<file path="src/rtl/draw_pkg.sv">
// Shared types and constants for the screen-draw sequencer and its pixel-bus mux.
// Latency: n/a (types only).
// Backpressure: n/a (types only).
package draw_pkg;

  localparam int VGA_W = 160;
  localparam int VGA_H = 120;
  localparam int X_W   = 8;
  localparam int Y_W   = 7;
  localparam int C_W   = 3;
  localparam int R_W   = 8;

  typedef enum logic [2:0] {
    IDLE,
    CLR_RUN,
    CLR_REL,
    CIR_RUN,
    CIR_REL,
    DONE
  } sched_state_t;

  // One pixel write toward the VGA adapter.
  typedef struct packed {
    logic [X_W-1:0] x;
    logic [Y_W-1:0] y;
    logic [C_W-1:0] colour;
    logic           plot;
  } pix_t;

  // Circle parameters captured when a request is accepted.
  typedef struct packed {
    logic [X_W-1:0] cx;
    logic [Y_W-1:0] cy;
    logic [R_W-1:0] r;
    logic [C_W-1:0] colour;
  } circ_par_t;

endpackage

</file>
<file path="src/rtl/draw_plot_mux.sv">
// Two-way pixel-bus select; forces an all-zero bus when neither source is selected.
// Latency: combinational, zero cycles.
// Backpressure: none; the adapter always accepts a pixel, so plot is passed straight through.
//
// Ports:
//   sel_a / sel_b  in  source select (sel_a has priority; the scheduler never raises both)
//   pix_a / pix_b  in  pixel buses from the two engines
//   pix_o          out selected bus, or zero when idle
module plot_mux
  import draw_pkg::*;
(
  input  logic sel_a,
  input  logic sel_b,
  input  pix_t pix_a,
  input  pix_t pix_b,
  output pix_t pix_o
);

  always_comb begin
    pix_o = '0;
    if (sel_a) begin
      pix_o = pix_a;
    end else if (sel_b) begin
      pix_o = pix_b;
    end
  end

endmodule

</file>
<file path="src/rtl/draw_scheduler.sv">
// Sequences one screen draw: clear the frame with the fillscreen engine, then draw one circle.
// Latency: accept + clear time + 1 + circle time + 1 + 1 cycles until done.
// Backpressure: level start/done handshake; done is held until the requester drops start.
//
// Ports:
//   clk, rst_n                     clock, synchronous active-low reset
//   start / done                   request level in, completion level out
//   centre_x/centre_y/radius/colour circle request, captured at accept
//   fill_start, fill_colour        fillscreen control (fill_colour is the constant clear colour)
//   fill_done, fill_x/y/pix_colour/plot  fillscreen status and pixel bus
//   circ_start, circ_cx/cy/r/colour      circle control with captured parameters
//   circ_done, circ_x/y/pix_colour/plot  circle status and pixel bus
//   vga_x/y/colour/plot            single plot port toward the VGA adapter
module draw_scheduler
  import draw_pkg::*;
#(
  parameter logic [C_W-1:0] CLEAR_COLOUR = 3'b000,
  parameter bit             CLEAR_EN     = 1'b1
) (
  input  logic           clk,
  input  logic           rst_n,
  input  logic           start,
  output logic           done,
  input  logic [X_W-1:0] centre_x,
  input  logic [Y_W-1:0] centre_y,
  input  logic [R_W-1:0] radius,
  input  logic [C_W-1:0] colour,
  output logic           fill_start,
  output logic [C_W-1:0] fill_colour,
  input  logic           fill_done,
  input  logic [X_W-1:0] fill_x,
  input  logic [Y_W-1:0] fill_y,
  input  logic [C_W-1:0] fill_pix_colour,
  input  logic           fill_plot,
  output logic           circ_start,
  output logic [X_W-1:0] circ_cx,
  output logic [Y_W-1:0] circ_cy,
  output logic [R_W-1:0] circ_r,
  output logic [C_W-1:0] circ_colour,
  input  logic           circ_done,
  input  logic [X_W-1:0] circ_x,
  input  logic [Y_W-1:0] circ_y,
  input  logic [C_W-1:0] circ_pix_colour,
  input  logic           circ_plot,
  output logic [X_W-1:0] vga_x,
  output logic [Y_W-1:0] vga_y,
  output logic [C_W-1:0] vga_colour,
  output logic           vga_plot
);

  sched_state_t state_q, state_d;
  circ_par_t    par_q, par_d;

  pix_t fill_pix, circ_pix, vga_pix;

  always_comb begin
    state_d = state_q;
    par_d   = par_q;
    case (state_q)
      IDLE: begin
        // done is low in IDLE, but keep the full accept condition so a
        // lingering completion can never re-trigger a sequence.
        if (start && !done) begin
          par_d   = '{cx: centre_x, cy: centre_y, r: radius, colour: colour};
          state_d = CLEAR_EN ? CLR_RUN : CIR_RUN;
        end
      end
      CLR_RUN: if (fill_done) state_d = CLR_REL;
      // One cycle with fill_start low so the engine can drop its done.
      CLR_REL: state_d = CIR_RUN;
      CIR_RUN: if (circ_done) state_d = CIR_REL;
      CIR_REL: state_d = DONE;
      DONE:    if (!start) state_d = IDLE;
      default: state_d = IDLE;
    endcase
  end

  always_ff @(posedge clk) begin
    if (!rst_n) begin
      state_q <= IDLE;
      par_q   <= '0;
    end else begin
      state_q <= state_d;
      par_q   <= par_d;
    end
  end

  // Control outputs decode registered state only: no path from any input.
  assign fill_start  = (state_q == CLR_RUN);
  assign circ_start  = (state_q == CIR_RUN);
  assign done        = (state_q == DONE);
  assign fill_colour = CLEAR_COLOUR;

  assign circ_cx     = par_q.cx;
  assign circ_cy     = par_q.cy;
  assign circ_r      = par_q.r;
  assign circ_colour = par_q.colour;

  assign fill_pix = '{x: fill_x, y: fill_y, colour: fill_pix_colour, plot: fill_plot};
  assign circ_pix = '{x: circ_x, y: circ_y, colour: circ_pix_colour, plot: circ_plot};

  plot_mux u_plot_mux (
    .sel_a (fill_start),
    .sel_b (circ_start),
    .pix_a (fill_pix),
    .pix_b (circ_pix),
    .pix_o (vga_pix)
  );

  assign vga_x      = vga_pix.x;
  assign vga_y      = vga_pix.y;
  assign vga_colour = vga_pix.colour;
  assign vga_plot   = vga_pix.plot;

endmodule
</file>
<file path="config.mk">
export PLATFORM = sky130hd
export DESIGN_NAME = draw_scheduler
export DESIGN_NICKNAME = d
export VERILOG_FILES = /design/src/rtl/draw_pkg.sv /design/src/rtl/draw_plot_mux.sv /design/src/rtl/draw_scheduler.sv
export SDC_FILE = /design/constraint.sdc
export NUM_CORES = 1
export LEC_CHECK = 0
export ABC_CLOCK_PERIOD_IN_PS = 1700
export CAP_MARGIN = 40
export CELL_PAD_IN_SITES_DETAIL_PLACEMENT = 0
export CELL_PAD_IN_SITES_GLOBAL_PLACEMENT = 1
export CORE_ASPECT_RATIO = 1.5
export CORE_MARGIN = 1
export CORE_UTILIZATION = 20
export DETAILED_ROUTE_END_ITERATION = 6
export PLACE_DENSITY_LB_ADDON = 0.15
export SYNTH_ARGS = -nofsm -noshare
export SYNTH_HDL_FRONTEND = slang
export SYNTH_SLANG_ARGS = --single-unit
</file>
<file path="constraint.sdc">
create_clock -name clk -period 1.7 [get_ports clk]
set_clock_uncertainty 0.05 [all_clocks]
set_input_delay 0.17 -clock clk [delete_from_list [all_inputs] [get_ports clk]]
set_output_delay 0.17 -clock clk [all_outputs]
set_load 0.05 [all_outputs]
</file>
==> results of run 1 <==
cells in the mapped netlist, drive strengths merged:
master,number
nand2,53
o21ai,1
o311a,1
a31oi,1
and3b,1
nor3b,2
clkbuf,4
buf,13
and2,1
o31ai,1
nor2,1
and3,1
or4b,1
nor4b,1
nor2b,1
nor3,1
conb,1
nand4b,1
inv,2
a21oi,28
a22o,19
dfxtp,29
routing by layer:
metal | routed length (um) | track usage (%)
met1 | 1770 | 13.6
met2 | 2800 | 25.8
met3 | 437 | 5.58
met4 | 77 | 5.18
met5 | 0 | 0
worst max-delay path: stages (launching register included):
cell and delay [ns]:
dfxtp_2 0.35, nor3b_4 0.24, buf_6 0.14, buf_12 0.10, a22o_1 0.18, buf_12 0.15
stage by stage:
step | cell area, um^2 | utilization (%) | std cells | power, mW
4_1_cts | 2870 | 44.2 | 359 | 2.37
2_1_floorplan | 1370 | - | 166 | 1.33
3_5_place_dp | 2780 | 42.9 | 351 | 1.81
3_3_place_gp | 2780 | 42.9 | 351 | 1.81
5_1_grt | 3000 | 46.3 | 363 | 2.51
6_report | 3000 | 46.3 | 363 | 2.40
power by group through the flow:
stage / clock network [mW] / registers (mW) / logic [mW]
6_report: 0.552 / 0.759 / 1.09
5_1_grt: 0.603 / 0.766 / 1.15
4_1_cts: 0.567 / 0.759 / 1.04
3_5_place_dp: 0 / 0.774 / 1.04
3_3_place_gp: 0 / 0.773 / 1.04
2_1_floorplan: 0 / 0.926 / 0.401
path summary, 6_finish.rpt:
kind	cells past startpoint	slack, ns	end
min	3	0.38	circ_cy[4]
max reg2reg	3	0.25	circ_cy[0]
min reg2reg	2	0.40	circ_r[4]
max	5	0.04	vga_colour[2]
state kept, by name, indices dropped and copies added, names as in the netlist:
name	flops
circ_colour	3
circ_cx	8
circ_cy	7
circ_r	8
state_q	3
cells by family after synthesis:
family                 Yosys count
AOI/OAI and AO/OA               51
DFF                             29
and+or+nand+nor                 64
other                            1
buffers and inverters           19
repair_timing:
action	in CTS	in global routing
setup endpoints to repair	19	19
gates resized for setup	1	15
gates cloned	0	1
pin swaps	0	3
endpoints found under the hold margin	0	0
buffers inserted	0	3
final cells by class:
cell class | instances | share of cell area (%)
repair buffers | 130 | 50.2
multi-input cells | 118 | 24.0
flip-flops and latches | 29 | 19.6
well taps | 76 | 3.17
clock buffers | 5 | 2.29
clock inverters | 3 | 0.584
inverters | 2 | 0.250
==> summary.txt, run 1 <==
CTS
  • Longest Clk Path Bufs: 2
  • TritonCTS clock tree: yes
  • Clk_lat worst skew: 0.28 ns
  • Post-CTS Hold Fix Bufs: 0
  • # H-tree levels: 2
  • Worst-path clk slew: 0.07 ns
  • Clock Tree Root: clkbuf_8
  • CTS sink count: 29
  • Num CTS Buffers: 5

Synth
  • Largest cells by area after synthesis: dfxtp_1 (43%), nand2_1 (15%), a22o_1 (12%), a21oi_1 (10%), buf_2 (2.2%)
  • Post-synth cell types: 26
  • Cell accounting for the most synthesized area: dfxtp_1
  • Mapped Area: 1350 um^2
  • Post-Synth Simple-Gate Area: 22.0%
  • Multiplexer share of the synthesized area: 0%
  • Yosys warning count: 0
  • Share of the synthesized area in the top cell type: 43.2%
  • Synth Instances: 164
  • Post-Synth XOR/XNOR Area: 0%
  • Sequential area share after synthesis: 43.2%
  • Post-Synth Adder-Cell Area: 0%
  • Largest family of logic cells by synthesized area: compound AO/OA/AOI/OAI gates
  • Mapped Avg Cell Area: 8.20 um^2
  • Compound-Gate Fraction of Synth Area: 25.0%
  • Flops & latches, synth: 29

Layout
  • FILL cells: 667
  • Commonest cells after routing, fill and taps aside: clkdlybuf4s50_1 (80), nand2_1 (53), a21oi_1 (28), dfxtp_1 (26), buf_12 (24)
  • Area of the multi-input gates: 719 um^2
  • Ratio of cells with drive above 1 in the final layout: 28.6%
  • Final Net Count: 355
  • P&R area growth vs syn: 123%
  • Commonest non-fill, non-tap cell in the layout: clkdlybuf4s50_1
  • Register area: 587 um^2
  • Antenna diode count: 0

Power
  • Clock share of power: 23.0%
  • PwrDens: 800 nW/um^2
  • Sw frac: 36.1%
  • Seq pwr share: 31.6%
  • Sw Pwr: 0.866 mW
  • Peak supply drop: 294 uV
  • LEAKAGE: 1.20 nW
  • Comb pwr share: 45.4%
  • Power Internal: 1.53 mW

STA
  • RSZ-0062 raised after global routing: yes
  • Min setup slack post-route: 0.0398 ns
  • Peak Freq: 602 MHz
  • Fin crit share: 97.7%
  • Final setup violation count: 0
  • Period minus WS final: 1.66 ns
  • Final setup TNS: 0 ns
  • Final hold vios: 0
  • Tightest Pin Transition: 0.501 ns
  • Final hold slack: 0.382 ns
  • Final Max Slew Viols: 0
  • Relative slew slack: 66.5%

Setup path
  • Worst path arrival time: 1.44 ns
  • Kind of end point of the critical path: output pin
  • Crit path required time: 1.48 ns
  • Reg2reg start: state_q[2]
  • Crit start category: register
  • Crit Path Category: reg2out
  • CP startpoint: state_q[1]
  • Crit path max fanout: 6

Place
  • Post-DP HPWL: 3890 um
  • Post-Place Worst Slack: 0.0172 ns
  • # port buffers: 116
  • GP Congestion: 0.752

GRT
  • Largest net degree at the start of global routing: 29
  • GRT Total Usage: 14.1%
  • First-pass GRT wire length: 7200 um
  • GR Overflow Total: 0
  • Vias in the first global route: 1513
  • Antenna violations before repair: 0

Die
  • Die X: 69.0 um
  • Row count: 36
  • Core ar.: 6490 um^2
  • Die area: 7060 um^2
  • Top Ports: 120
  • Die Span Y: 102 um
  • Initial core utilization: 20.7%

Drt
  • DRC: 0
  • Post-route ant nets: 0
  • Total number of vias: 1590
  • DR pass1 iterations: 4
  • Vias/cell: 4.38
  • Routed WL: 5080 um
  • Routed WL per cell: 14.0 um
  • DR iter-0 viols: 62

Run
  • Max-cap viol count: 0

Worst hold path
  • Hold Crit Class: in2reg
  • Hold_sp: centre_y[4]

Outcome
  • Status: finished clean
Power figures use the tool's default switching activity.
==> run 2, diff against run 1 <==
MAX_ROUTING_LAYER = met4   (was not set)
==> summary.txt, run 2 (synthesized netlist as in run 1, its figures left out) <==
Layout
  • P&R area growth vs syn: 123%
  • Antenna diode count: 0
  • Ratio of cells with drive above 1 in the final layout: 28.6%
  • Post-route insts no fill: 363
  • Commonest cells after routing, fill and taps aside: clkdlybuf4s50_1 (80), nand2_1 (53), a21oi_1 (28), dfxtp_1 (26), buf_12 (24)
  • FILL cells: 667
  • Commonest non-fill, non-tap cell in the layout: clkdlybuf4s50_1
  • Final Net Count: 355

CTS
  • Num CTS Buffers: 5
  • Worst-path clk slew: 0.07 ns
  • Clk_lat worst skew: 0.28 ns
  • TritonCTS clock tree: yes
  • Clock Tree Root: clkbuf_8
  • CTS sink count: 29
  • Longest Clk Path Bufs: 2
  • Post-CTS Hold Fix Bufs: 0
  • # H-tree levels: 2

GRT
  • First-pass GRT wire length: 7190 um
  • GR Overflow Total: 0
  • Largest net degree at the start of global routing: 29
  • Antenna violations before repair: 0
  • GRT Total Usage: 14.5%
  • Vias in the first global route: 1511

Drt
  • DR pass1 iterations: 4
  • Vias/cell: 4.38
  • Post-route ant nets: 0
  • Routed WL per cell: 14.1 um
  • Total number of vias: 1589
  • DR iter-0 viols: 62
  • Routed WL: 5110 um
  • DRC: 0

Die
  • Row count: 36
  • Die area: 7060 um^2
  • Top Ports: 120
  • Core ar.: 6490 um^2
  • Initial core utilization: 20.7%
  • Die Span Y: 102 um
  • Die X: 69.0 um

Setup path
  • Crit-path max cell delay: 0.35 ns
  • Crit path buffers/inverters: 3
  • Worst path arrival time: 1.45 ns
  • Crit Path Category: reg2out
  • CP Cell Sequence: nor3b_4, buf_6, buf_12, a22o_1, buf_12
  • Crit start category: register
  • Crit path max fanout: 6
  • Slowest-stage cell, CP: dfxtp_2
  • CP delay by family, top: buffers and inverters
  • Crit path required time: 1.48 ns
  • Kind of end point of the critical path: output pin
  • Crit-path most repeated cell: buf_12

STA
  • Final hold slack: 0.384 ns
  • Final hold vios: 0
  • Tightest Pin Transition: 0.501 ns
  • Final setup violation count: 0
  • Relative slew slack: 66.5%
  • RSZ-0062 raised after global routing: yes
  • Fin crit share: 98.1%
  • Final Max Slew Viols: 0
  • Min setup slack post-route: 0.0324 ns
  • Period minus WS final: 1.67 ns
  • Peak Freq: 600 MHz

Power
  • Clock share of power: 23.0%
  • Sw frac: 36.1%
  • Comb pwr share: 45.4%
  • Seq pwr share: 31.6%
  • LEAKAGE: 1.20 nW
  • Power Internal: 1.53 mW
  • Peak supply drop: 293 uV
  • Sw Pwr: 0.867 mW
  • PwrDens: 800 nW/um^2

Worst hold path
  • Hold Crit Class: in2reg

Place
  • Post-DP HPWL: 3890 um
  • # port buffers: 116
  • Placed cells: 351
  • GP Congestion: 0.762
  • Post-Place Worst Slack: 0.0172 ns

Outcome
  • Status: finished clean

Run
  • Max-cap viol count: 0
[run 2: cell counts in the layout (fill, tap and decap cells not counted)]
Identical to the previous run, type by type.
[run 2: routing by layer]
layer | track usage, % | up-vias | share of wire [%]
met4 | 5.18 | 0 | 1.5
li1 | - | 799 | -
met5 | - | - | 0
met1 | 14.6 | 712 | 36
met3 | 4.13 | 9 | 6.8
met2 | 25.8 | 69 | 55
[run 2: power groups by stage]
stage	logic, mW	registers (mW)	clock network, mW
global placement	1.04	0.773	0
finish	1.09	0.759	0.552
detailed placement	1.04	0.774	0
floorplan	0.401	0.926	0
global route	1.15	0.766	0.603
CTS	1.04	0.759	0.567
[run 2: worst reg2reg max path: stages, from the launching register on]
cell	delay [ns]
dfxtp_4	0.36
or4b_4	0.70
nand2_1	0.15
a21oi_1	0.06
[run 2: timing repair]
action                                  CTS  global route
resized for setup                         1            15
pin swaps                                 0             3
gates cloned                              0             1
setup buffers                             0             3
endpoints found under the setup margin   19            19
[run 2: path summary, 6_finish.rpt]
path	start	endpoint	slack (ns)	cells past startpoint
min reg2reg	circ_r[4]	circ_r[4]	0.40	2
max reg2reg	state_q[2]	circ_cy[0]	0.24	3
max	state_q[1]	vga_colour[2]	0.03	5
min	centre_y[4]	circ_cy[4]	0.38	3
[run 2: final cells by class]
| type | instances | area, um^2 | share of cell area, % |
|---|---|---|---|
| clock inverter | 3 | 17.5 | 0.584 |
| multi-input combinational | 118 | 719 | 24.0 |
| tap | 76 | 95.1 | 3.17 |
| inverter | 2 | 7.51 | 0.250 |
| sequential | 29 | 587 | 19.6 |
| timing repair buffer | 130 | 1510 | 50.2 |
| clock buffer | 5 | 68.8 | 2.29 |
[run 2: through the flow]
| step | setup TNS (ns) | util, % | instance area (um^2) | total power, mW |
|---|---|---|---|---|
| floorplan | -0.169 | - | 1370 | 1.33 |
| finish | 0 | 46.3 | 3000 | 2.40 |
| global placement | 0 | 42.9 | 2780 | 1.81 |
| global route | -0.195 | 46.3 | 3000 | 2.51 |
| CTS | 0 | 44.2 | 2870 | 2.37 |
| detailed placement | 0 | 42.9 | 2780 | 1.81 |
